===== src/rtl/note_sprite_scheduler_if.sv =====
// Bus bundle between the staff renderer timing/slot table and the note sprite
// scheduler: line timing, the slot table, the shared glyph ROM port and status.
interface note_sprite_scheduler_if #(
  parameter int NUM_SLOTS = 8
);
  logic                      line_start;
  logic [9:0]                hcount;
  logic [9:0]                vcount;
  logic [NUM_SLOTS-1:0]      slot_valid;
  logic [10*NUM_SLOTS-1:0]   slot_x;
  logic [10*NUM_SLOTS-1:0]   slot_y;
  logic [2*NUM_SLOTS-1:0]    slot_type;
  logic [9:0]                rom_addr;
  logic [1:0]                rom_sel;
  logic                      rom_pixel;
  logic                      pixel_on;
  logic                      busy;
  logic                      overflow;

  // Renderer side: drives timing, slot table and the muxed ROM data.
  modport master (
    output line_start, hcount, vcount, slot_valid, slot_x, slot_y, slot_type, rom_pixel,
    input  rom_addr, rom_sel, pixel_on, busy, overflow
  );

  // Scheduler side.
  modport slave (
    input  line_start, hcount, vcount, slot_valid, slot_x, slot_y, slot_type, rom_pixel,
    output rom_addr, rom_sel, pixel_on, busy, overflow
  );
endinterface


===== src/rtl/note_sprite_scheduler.sv =====
// Note sprite scheduler: at each line start scans the slot table (one slot per
// cycle) and latches up to MAX_ACTIVE slots covering the next line; during the
// line it picks the lowest covering entry per pixel, drives the shared glyph ROM
// address/select and returns pixel_on aligned to hcount + 2.
module note_sprite_scheduler #(
  parameter int NUM_SLOTS  = 8,
  parameter int MAX_ACTIVE = 4,
  parameter int SPR_W      = 20,
  parameter int SPR_H      = 30,
  parameter int V_TOTAL    = 525
) (
  input  logic                   clk,
  input  logic                   reset,
  note_sprite_scheduler_if.slave bus
);
  localparam int KW = (NUM_SLOTS > 1) ? $clog2(NUM_SLOTS) : 1;
  localparam int RW = (SPR_H > 1) ? $clog2(SPR_H) : 1;
  localparam int CW = $clog2(MAX_ACTIVE + 1);

  typedef enum logic [1:0] {S_IDLE, S_SCAN, S_LINE} state_t;

  state_t          state_q, state_d;
  logic [KW-1:0]   k_q, k_d;
  logic [9:0]      yn_q, yn_d;
  logic [CW-1:0]   cnt_q, cnt_d;
  logic            ovf_q, ovf_d;

  // Active list: entry i valid, left column, glyph type, glyph row.
  logic [MAX_ACTIVE-1:0] ent_v_q, ent_v_d;
  logic [9:0]            ent_x_q [MAX_ACTIVE];
  logic [9:0]            ent_x_d [MAX_ACTIVE];
  logic [1:0]            ent_t_q [MAX_ACTIVE];
  logic [1:0]            ent_t_d [MAX_ACTIVE];
  logic [RW-1:0]         ent_r_q [MAX_ACTIVE];
  logic [RW-1:0]         ent_r_d [MAX_ACTIVE];

  // Pixel pipeline registers.
  logic       hit1_q, hit1_d;
  logic       hit2_q;
  logic [9:0] rom_addr_q, rom_addr_d;
  logic [1:0] rom_sel_q, rom_sel_d;

  // Per-slot views of the flat slot buses.
  logic [9:0] slot_x_a [NUM_SLOTS];
  logic [9:0] slot_y_a [NUM_SLOTS];
  logic [1:0] slot_t_a [NUM_SLOTS];

  generate
    for (genvar gi = 0; gi < NUM_SLOTS; gi++) begin : g_slot
      assign slot_x_a[gi] = bus.slot_x[10*gi +: 10];
      assign slot_y_a[gi] = bus.slot_y[10*gi +: 10];
      assign slot_t_a[gi] = bus.slot_type[2*gi +: 2];
    end
  endgenerate

  // Row of slot k within its glyph for the latched next line; a slot below the
  // line wraps to a large unsigned value and is rejected by the same compare.
  logic [10:0] scan_r;
  logic        scan_hit;
  logic [9:0]  yn_next;

  assign scan_r   = {1'b0, yn_q} - {1'b0, slot_y_a[k_q]};
  assign scan_hit = bus.slot_valid[k_q] && (scan_r < 11'(SPR_H));
  assign yn_next  = (bus.vcount == 10'(V_TOTAL - 1)) ? 10'd0 : bus.vcount + 10'd1;

  // Next-state logic: line_start always (re)starts a clean scan; SCAN walks the
  // table appending hits in slot order and flags hits that find the list full.
  always_comb begin
    state_d = state_q;
    k_d     = k_q;
    yn_d    = yn_q;
    cnt_d   = cnt_q;
    ovf_d   = ovf_q;
    ent_v_d = ent_v_q;
    for (int i = 0; i < MAX_ACTIVE; i++) begin
      ent_x_d[i] = ent_x_q[i];
      ent_t_d[i] = ent_t_q[i];
      ent_r_d[i] = ent_r_q[i];
    end

    if (bus.line_start) begin
      state_d = S_SCAN;
      k_d     = '0;
      yn_d    = yn_next;
      cnt_d   = '0;
      ovf_d   = 1'b0;
      ent_v_d = '0;
    end else begin
      case (state_q)
        S_SCAN: begin
          if (scan_hit) begin
            if (cnt_q < CW'(MAX_ACTIVE)) begin
              for (int i = 0; i < MAX_ACTIVE; i++) begin
                if (cnt_q == CW'(i)) begin
                  ent_v_d[i] = 1'b1;
                  ent_x_d[i] = slot_x_a[k_q];
                  ent_t_d[i] = slot_t_a[k_q];
                  ent_r_d[i] = scan_r[RW-1:0];
                end
              end
              cnt_d = cnt_q + CW'(1);
            end else begin
              ovf_d = 1'b1;
            end
          end
          if (k_q == KW'(NUM_SLOTS - 1)) begin
            state_d = S_LINE;
          end else begin
            k_d = k_q + KW'(1);
          end
        end
        default: begin
        end
      endcase
    end
  end

  // FSM and active-list state registers.
  always_ff @(posedge clk or posedge reset) begin
    if (reset) begin
      state_q <= S_IDLE;
      k_q     <= '0;
      yn_q    <= '0;
      cnt_q   <= '0;
      ovf_q   <= 1'b0;
      ent_v_q <= '0;
      for (int i = 0; i < MAX_ACTIVE; i++) begin
        ent_x_q[i] <= '0;
        ent_t_q[i] <= '0;
        ent_r_q[i] <= '0;
      end
    end else begin
      state_q <= state_d;
      k_q     <= k_d;
      yn_q    <= yn_d;
      cnt_q   <= cnt_d;
      ovf_q   <= ovf_d;
      ent_v_q <= ent_v_d;
      for (int i = 0; i < MAX_ACTIVE; i++) begin
        ent_x_q[i] <= ent_x_d[i];
        ent_t_q[i] <= ent_t_d[i];
        ent_r_q[i] <= ent_r_d[i];
      end
    end
  end

  // Column coverage per entry; the right edge is formed in 11 bits so a glyph
  // near column 1023 clips instead of wrapping onto column 0.
  logic [MAX_ACTIVE-1:0] col_hit;

  generate
    for (genvar gi = 0; gi < MAX_ACTIVE; gi++) begin : g_col
      assign col_hit[gi] = ent_v_q[gi] &&
                           (ent_x_q[gi] <= bus.hcount) &&
                           ({1'b0, bus.hcount} < ({1'b0, ent_x_q[gi]} + 11'(SPR_W)));
    end
  endgenerate

  logic          pick_found;
  logic [9:0]    pick_x;
  logic [1:0]    pick_t;
  logic [RW-1:0] pick_r;
  logic [10:0]   pix_off;
  logic [10:0]   pix_addr;

  // Stage 1 select: lowest covering entry wins; address holds when nothing covers.
  always_comb begin
    pick_found = 1'b0;
    pick_x     = '0;
    pick_t     = '0;
    pick_r     = '0;
    for (int i = MAX_ACTIVE - 1; i >= 0; i--) begin
      if (col_hit[i]) begin
        pick_found = 1'b1;
        pick_x     = ent_x_q[i];
        pick_t     = ent_t_q[i];
        pick_r     = ent_r_q[i];
      end
    end
    pix_off    = {1'b0, bus.hcount} - {1'b0, pick_x};
    pix_addr   = 11'(pick_r) * 11'(SPR_W) + pix_off;
    hit1_d     = (state_q == S_LINE) && pick_found;
    rom_addr_d = hit1_d ? pix_addr[9:0] : rom_addr_q;
    rom_sel_d  = hit1_d ? pick_t : rom_sel_q;
  end

  // Pixel pipeline: stage-1 address/hit, then hit delayed to line up with ROM data.
  always_ff @(posedge clk or posedge reset) begin
    if (reset) begin
      hit1_q     <= 1'b0;
      hit2_q     <= 1'b0;
      rom_addr_q <= '0;
      rom_sel_q  <= '0;
    end else begin
      hit1_q     <= hit1_d;
      hit2_q     <= hit1_q;
      rom_addr_q <= rom_addr_d;
      rom_sel_q  <= rom_sel_d;
    end
  end

  // The ROM registers the address, so its data and hit2 both belong to hcount-2.
  assign bus.rom_addr = rom_addr_q;
  assign bus.rom_sel  = rom_sel_q;
  assign bus.pixel_on = hit2_q & bus.rom_pixel;
  assign bus.busy     = (state_q == S_SCAN);
  assign bus.overflow = ovf_q;

endmodule


===== src/flat_wrapper.sv =====
// flat-port wrapper written by rule: the top's interface ports become plain ports
module note_sprite_scheduler_flat 
#(
  parameter int NUM_SLOTS  = 8,
  parameter int MAX_ACTIVE = 4,
  parameter int SPR_W      = 20,
  parameter int SPR_H      = 30,
  parameter int V_TOTAL    = 525
)
  (clk, reset, bus_line_start, bus_hcount, bus_vcount, bus_slot_valid, bus_slot_x, bus_slot_y, bus_slot_type, bus_rom_pixel, bus_rom_addr, bus_rom_sel, bus_pixel_on, bus_busy, bus_overflow);
  note_sprite_scheduler_if #(.NUM_SLOTS(NUM_SLOTS)) bus_i ();
  input  logic clk;
  input  logic reset;
  input wire logic [$bits(bus_i.line_start)-1:0] bus_line_start;
  input wire logic [$bits(bus_i.hcount)-1:0] bus_hcount;
  input wire logic [$bits(bus_i.vcount)-1:0] bus_vcount;
  input wire logic [$bits(bus_i.slot_valid)-1:0] bus_slot_valid;
  input wire logic [$bits(bus_i.slot_x)-1:0] bus_slot_x;
  input wire logic [$bits(bus_i.slot_y)-1:0] bus_slot_y;
  input wire logic [$bits(bus_i.slot_type)-1:0] bus_slot_type;
  input wire logic [$bits(bus_i.rom_pixel)-1:0] bus_rom_pixel;
  output wire logic [$bits(bus_i.rom_addr)-1:0] bus_rom_addr;
  output wire logic [$bits(bus_i.rom_sel)-1:0] bus_rom_sel;
  output wire logic [$bits(bus_i.pixel_on)-1:0] bus_pixel_on;
  output wire logic [$bits(bus_i.busy)-1:0] bus_busy;
  output wire logic [$bits(bus_i.overflow)-1:0] bus_overflow;
  assign bus_i.line_start = bus_line_start;
  assign bus_i.hcount = bus_hcount;
  assign bus_i.vcount = bus_vcount;
  assign bus_i.slot_valid = bus_slot_valid;
  assign bus_i.slot_x = bus_slot_x;
  assign bus_i.slot_y = bus_slot_y;
  assign bus_i.slot_type = bus_slot_type;
  assign bus_i.rom_pixel = bus_rom_pixel;
  assign bus_rom_addr = bus_i.rom_addr;
  assign bus_rom_sel = bus_i.rom_sel;
  assign bus_pixel_on = bus_i.pixel_on;
  assign bus_busy = bus_i.busy;
  assign bus_overflow = bus_i.overflow;
  note_sprite_scheduler #(.NUM_SLOTS(NUM_SLOTS), .MAX_ACTIVE(MAX_ACTIVE), .SPR_W(SPR_W), .SPR_H(SPR_H), .V_TOTAL(V_TOTAL)) u_core (.clk(clk), .reset(reset), .bus(bus_i));
endmodule

===== config.mk =====
export PLATFORM = sky130hd
export DESIGN_NAME = note_sprite_scheduler_flat
export DESIGN_NICKNAME = d
export VERILOG_FILES = /design/src/rtl/note_sprite_scheduler_if.sv /design/src/rtl/note_sprite_scheduler.sv /design/src/flat_wrapper.sv
export SDC_FILE = /design/constraint.sdc
export NUM_CORES = 1
export LEC_CHECK = 0
export CAP_MARGIN = 40
export CORE_UTILIZATION = 30
export CTS_CLUSTER_DIAMETER = 120
export DETAILED_ROUTE_END_ITERATION = 7
export PLACE_DENSITY = 0.55
export SLEW_MARGIN = 20
export SYNTH_ARGS = -nofsm -noshare
export SYNTH_HDL_FRONTEND = slang
export SYNTH_SLANG_ARGS = --single-unit
export TNS_END_PERCENT = 30

===== constraint.sdc =====
create_clock -name clk -period 7.66 [get_ports clk]
set_clock_uncertainty 0.1 [all_clocks]
set_input_delay 1.532 -clock clk [delete_from_list [all_inputs] [get_ports clk]]
set_output_delay 1.532 -clock clk [all_outputs]
set_load 0.005 [all_outputs]

Word-level counts from Yosys, hierarchy flattened
Cells that the tools add are included.
{"block": "totals", "ff_bits": 105, "latchBits": 0, "ram_bits": 0, "romBits": 0, "in_bits": 208, "output_inout_bits": 15, "elab_cells": 141, "n_memories": 0}
{"block": "classes", "n_addsub": 10, "n_mul": 1, "div_mod_pow": 0, "magnitude_cmp": 12, "eq_ne": 9, "n_shift": 0, "n_mux": 50, "bitwise": 3, "reduce_logical": 31}
{"op": "two-way mux 10 bit", "n": 9}
{"op": "binary-select mux 10 bit (select 3 bit)", "n": 2}
{"op": "adder 10 x 5 -> 11 bit (second input constant)", "n": 4}
{"op": "< comparator 10 x 11 -> 1 bit", "n": 4}
{"op": "less-or-equal comparator 10 bit", "n": 4}
{"op": "two-way mux 3 bit", "n": 7}
{"op": "two-way mux 5 bit", "n": 4}
{"op": "AND reduction 5 bit", "n": 4}
{"op": "two-way mux 2 bit", "n": 9}
{"op": "two-way mux 4 bit", "n": 4}
{"op": "AND reduction 4 bit", "n": 4}
{"op": "nonzero test 2 bit", "n": 8}
{"op": "two-way mux 1 bit", "n": 13}
{"op": "< comparator 11 x 5 -> 1 bit (second input constant)", "n": 1}
{"op": "subtractor 10 x 10 -> 11 bit", "n": 1}
{"op": "adder 10 x 1 -> 10 bit (second input constant)", "n": 1}
{"op": "adder 10 bit", "n": 1}
{"op": "== test 10 bit (second input constant)", "n": 1}
{"op": "logical AND 1 bit", "n": 10}
{"op": "subtractor 10 bit", "n": 1}
{"op": "multiplier 5 x 3 -> 8 bit (second input constant)", "n": 1}
{"op": "adder 3 x 1 -> 3 bit (second input constant)", "n": 2}
{"op": "binary-select mux 2 bit (select 3 bit)", "n": 1}
{"op": "== test 3 x 2 -> 1 bit (second input constant)", "n": 2}
{"op": "other kinds (15)", "n": 18}

Longest topological paths before layout
{"block": "depth", "word_depth": 10, "depth_mapped": 30, "depth_no_buf": 29}

Worst setup path after synthesis
No wires, ideal clock.
{"block": "synth_path", "path_kind": "in2reg", "startpoint": "input port bus_hcount[8]", "endpoint": "register u_core.rom_addr_q[9], in the netlist u_core.bus.rom_addr[9]", "setup_ns": 0.120, "arrival_ns": 6.980, "required_time_ns": 7.440, "setup_slack_ns": 0.460, "cell_stages": 28, "n_path_buf": 2, "path_cell_list": "inv_1 -> ha_1 -> a21o_1 -> a21oi_1 -> o41ai_1 -> o31ai_2 -> and3_1 -> clkbuf_1 -> clkbuf_1 -> a22oi_1 -> a211oi_1 -> a21o_1 -> ha_1 -> ha_1 -> fa_1 -> inv_1 -> fa_1 -> inv_1 -> ha_1 -> nand3_1 -> o2111ai_1 -> and2_1 -> o21ai_0 -> nand2b_1 -> xnor2_1 -> a21o_1 -> a22o_1 -> a31o_2"}
{"block": "synth_via", "elab_chain_len": 9, "elab_cells_between_ends": 32, "classes_between": "add/sub (2); mul (1); order compare (8); mux (12); reduce/logical (9)"}
{"element": "from (decl)", "line_no": "flat_wrapper.sv:15", "rtl": "input wire logic [$bits(bus_i.hcount)-1:0] bus_hcount;"}
{"element": "less-or-equal comparator 10 bit", "line_no": "note_sprite_scheduler.sv:154", "rtl": "(ent_x_q[gi] <= bus.hcount) &&"}
{"element": "logical AND 1 bit", "line_no": "note_sprite_scheduler.sv:153", "rtl": "assign col_hit[gi] = ent_v_q[gi] &&"}
{"element": "logical AND 1 bit", "line_no": "note_sprite_scheduler.sv:154"}
{"element": "two-way mux 5 bit or two-way mux 10 bit (tied branches) (4 in series)", "line_no": "note_sprite_scheduler.sv:173", "rtl": "if (col_hit[i]) begin"}
{"element": "multiplier 5 x 3 -> 8 bit or subtractor 10 bit (tied branches)", "line_no": "note_sprite_scheduler.sv:181, note_sprite_scheduler.sv:180"}
{"element": "adder 10 bit", "line_no": "note_sprite_scheduler.sv:181", "rtl": "pix_addr = 11'(pick_r) * 11'(SPR_W) + pix_off;"}
{"element": "to (signal assigned)", "line_no": "note_sprite_scheduler.sv:197", "rtl": "rom_addr_q <= rom_addr_d;"}
{"element": "to (decl)", "line_no": "note_sprite_scheduler.sv:40", "rtl": "logic [9:0] rom_addr_q, rom_addr_d;"}
Parallel ways exist; a longest one is shown, timed or not.
A chain may end at the register's enable or synchronous reset.

Worst setup path in the final report
{"block": "layout_path", "startpoint": "input port bus_hcount[1]", "endpoint": "register u_core.rom_addr_q[9], in the netlist u_core.bus.rom_addr[9]"}
Same word-level chain as after synthesis.

==> impl_metrics.tcl <==
set metrics [dict create \
    grt_pass1_vias 8090 \
    nNetsFinal 1472 \
    ys_seq_elements 105 \
    cpMaxStageDelayCell "clkdlybuf4s50_1" \
    cp.required_ns 7.81 \
    clockPowerShare 0.255 \
    root_buffer "clkbuf_16" \
    die_y_um 179.5 \
    power_frac_comb 0.372 \
    area_growth_pct 36.01 \
    rsz0062_at_grt "no" \
    clk_pin_slew_ns 0.08 \
    ys_seq_area_frac 0.2781 \
    crit_fanout 5 \
    critPathKind "input pin to flop" \
    die-area_sq_um 32210 \
    start_util 0.3073 \
    dpl.hpwl_um 24740 \
    antenna_found_initial 0 \
    cap_violations 0 \
    syn_area_sq_um 9448 \
    period_share 0.9561 \
    async_reset_ff_frac 1.000 \
    cp_top_family "adder cells" \
    synth_top_cell_area_share 0.2781 \
    ys_warn_count 0 \
    clock-sinks 105 \
    cts.path.max_buffers 2 \
    maxSlewViolCount 0 \
    grt_max_degree 55 \
    ios 223 \
    max_freq_mhz 136.5 \
    crit_path_end_kind "flop" \
    coreArea_sq_um 30750 \
    synth_ff_type "dfrtp_1" \
    grt_pass1_wl_um 46220 \
    die_w_um 179.5 \
    r2r_end "u_core.bus.rom_addr[9]$_DFFE_PP0P_" \
    setup_viol 0 \
    clkLatencyLatePin_ns 0.36 \
    post-route-min-period_ns 7.324 \
    vias 7960 \
    nFillCells 2989 \
    rows 64 \
    switching_share 0.3303 \
    whs_path_depth 0 \
    cts_tree "yes" \
    antenna_left 0 \
    arrival_ns 7.47 \
    reg2regPathDepth 27 \
    syn-num-nets 1212 \
    power_leakage_nw 5.699 \
    drtIter0Drc 402 \
    peakVddDrop_mv 0.1081 \
    routed_wl_um 29480 \
    path_common_cell "ha_1" \
    vias_per_cell 5.186 \
    r2r-start "u_core.ent_x_q[32]$_DFFE_PP0P_" \
    place_congestion 0.9622 \
    start_kind "input pin" \
    synth_cell_types 63 \
    max_stage_delay_ns 0.49 \
    rrSetupSlack_ns 0.98 \
    tightest_slew_ns 0.5467 \
    avgSynthCellArea_sq_um 10.81 \
    track_usage 0.1854 \
    hp-start "u_core.hit1_q$_DFF_PP0_" \
    fin_area_sq_um 12850 \
    port_buffers 222 \
    post-synth-top-area-cell "dfrtp_1" \
    wire_per_inst_um 19.20 \
    crit_buf_inv 5 \
    syn_inst 874 \
    instances_no_fill 1535 \
    dr.pass1.iters 6 \
    cell_internal_pwr_mw 1.213 \
    htreeDepth 3 \
    layout-drive-gt1-share 0.1949 \
    cts_buffers 9 \
    share_seq_of_total_power 0.373 \
    grt_overflow 0 \
    power.density_nw_per_um2 141.0 \
    synth_enable_flop_cells 0 \
    hp-class "flop to flop" \
    synth.area.top_cells "dfrtp_1 (28%), ha_1 (16%), mux4_2 (11%)" \
    status "finished clean" \
    max_slew_margin 0.6336 \
    drc 0 \
    dp_cells 1518 \
    netSwitchingPower_mw 0.5983 \
    holdPathEnd "u_core.hit2_q$_DFF_PP0_" \
    place_area_sq_um 12500 \
    diodes 0 \
    hold_viol_final 0 \
]
Yosys cell counts, drive strengths merged, types with 6 or more instances:
library cell / number
ha: 120
dfrtp: 105
mux2: 86
inv: 75
a21oi: 55
mux4: 46
nor2: 44
nand2: 28
o21ai: 28
xor2: 28
nand3: 22
mux2i: 19
xnor2: 18
buf: 15
clkbuf: 15
o22ai: 14
nand4: 12
nand2b: 11
a211oi: 10
fa: 10
a21o: 9
nor3: 8
o31ai: 8
a221oi: 7
and3: 7
nor2b: 7
a22oi: 6
a31oi: 6
o211ai: 6
worst max path at each step:
stage          depth (start not counted)     startpoint                                 end
6_report                              28  bus_hcount[1]  u_core.bus.rom_addr[9]$_DFFE_PP0P_
2_1_floorplan                         28  bus_hcount[8]  u_core.bus.rom_addr[9]$_DFFE_PP0P_
4_1_cts                               28  bus_hcount[1]  u_core.bus.rom_addr[9]$_DFFE_PP0P_
3_3_place_gp                          27  bus_hcount[7]  u_core.bus.rom_addr[9]$_DFFE_PP0P_
3_5_place_dp                          28  bus_hcount[1]  u_core.bus.rom_addr[9]$_DFFE_PP0P_
5_1_grt                               28  bus_hcount[1]  u_core.bus.rom_addr[9]$_DFFE_PP0P_
cell usage in the layout, fill, tap and decap left out, types with 28 or more instances in the layout:
| cell | count |
|---|---|
| clkdlybuf4s50_1 | 221 |
| nor2_1 | 44 |
| inv_1 | 74 |
| a21oi_1 | 52 |
| nand2_1 | 28 |
| dfrtp_1 | 103 |
| mux4_2 | 45 |
| ha_1 | 120 |
| xor2_1 | 28 |
| mux2_2 | 68 |
| buf_4 | 52 |
sequential cells by signal, summed over array words and instances (netlist names), 2 cells and up:
register             flops
u_core.bus.rom_addr     10
u_core.bus.rom_sel       2
u_core.cnt_q             3
u_core.ent_r_q          20
u_core.ent_t_q           8
u_core.ent_v_q           4
u_core.ent_x_q          40
u_core.k_q               3
u_core.state_q           2
u_core.yn_q             10
through the flow:
stage | setup slack (ns) | util | TNS [ns] | power, mW | hold WS, ns
finish | 0.3365 | 0.4179 | 0 | 1.812 | 0.2531
global placement | 0.01572 | 0.4044 | 0 | 1.352 | 0.2338
detailed placement | -0.06546 | 0.4065 | -0.06546 | 1.365 | 0.2373
global route | 0.007250 | 0.4179 | 0 | 1.923 | 0.2730
floorplan | 0.4604 | - | 0 | 1.055 | 0.2312
CTS | 0.2751 | 0.4164 | 0 | 1.828 | 0.2557
repair_timing:
item	4_1_cts	5_1_grt
resized for setup	0	7
hold buffers	0	0
endpoints found under the setup margin	0	1
buffers inserted	0	0
hold endpoints to repair	0	0
layer usage:
metal / routed length (um) / vias up / GRT usage
met5: 0 / - / 0
met4: 420 / 0 / 0.04345
met3: 1641 / 31 / 0.03100
met2: 13610 / 268 / 0.3047
met1: 13810 / 3857 / 0.2538
li1: - / 3804 / -
kinds of logic after synthesis:
family	synth area share
flops	0.2781
fa+ha+maj	0.1801
xor+xnor	0.04264
simple gates	0.08674
mux	0.2398
compound gates	0.1266
buf+inv	0.04595
cell type report:
type / count / area [sq um] / area share
inverters: 76 / 287.8 / 0.02240
well taps: 396 / 495.5 / 0.03856
clock inverters: 7 / 77.57 / 0.006037
flip-flops and latches: 105 / 2633 / 0.2049
clock buffers: 9 / 225.2 / 0.01753
multi-input cells: 663 / 6419 / 0.4995
repair buffers: 279 / 2713 / 0.2111
power groups by stage:
stage / clock network, mW / registers (mW) / logic [mW]
6_report: 0.462 / 0.677 / 0.673
5_1_grt: 0.496 / 0.683 / 0.744
4_1_cts: 0.472 / 0.675 / 0.681
3_5_place_dp: 0 / 0.686 / 0.678
3_3_place_gp: 0 / 0.695 / 0.657
2_1_floorplan: 0 / 0.643 / 0.412
Note: power is estimated with default switching activity, not from simulation.
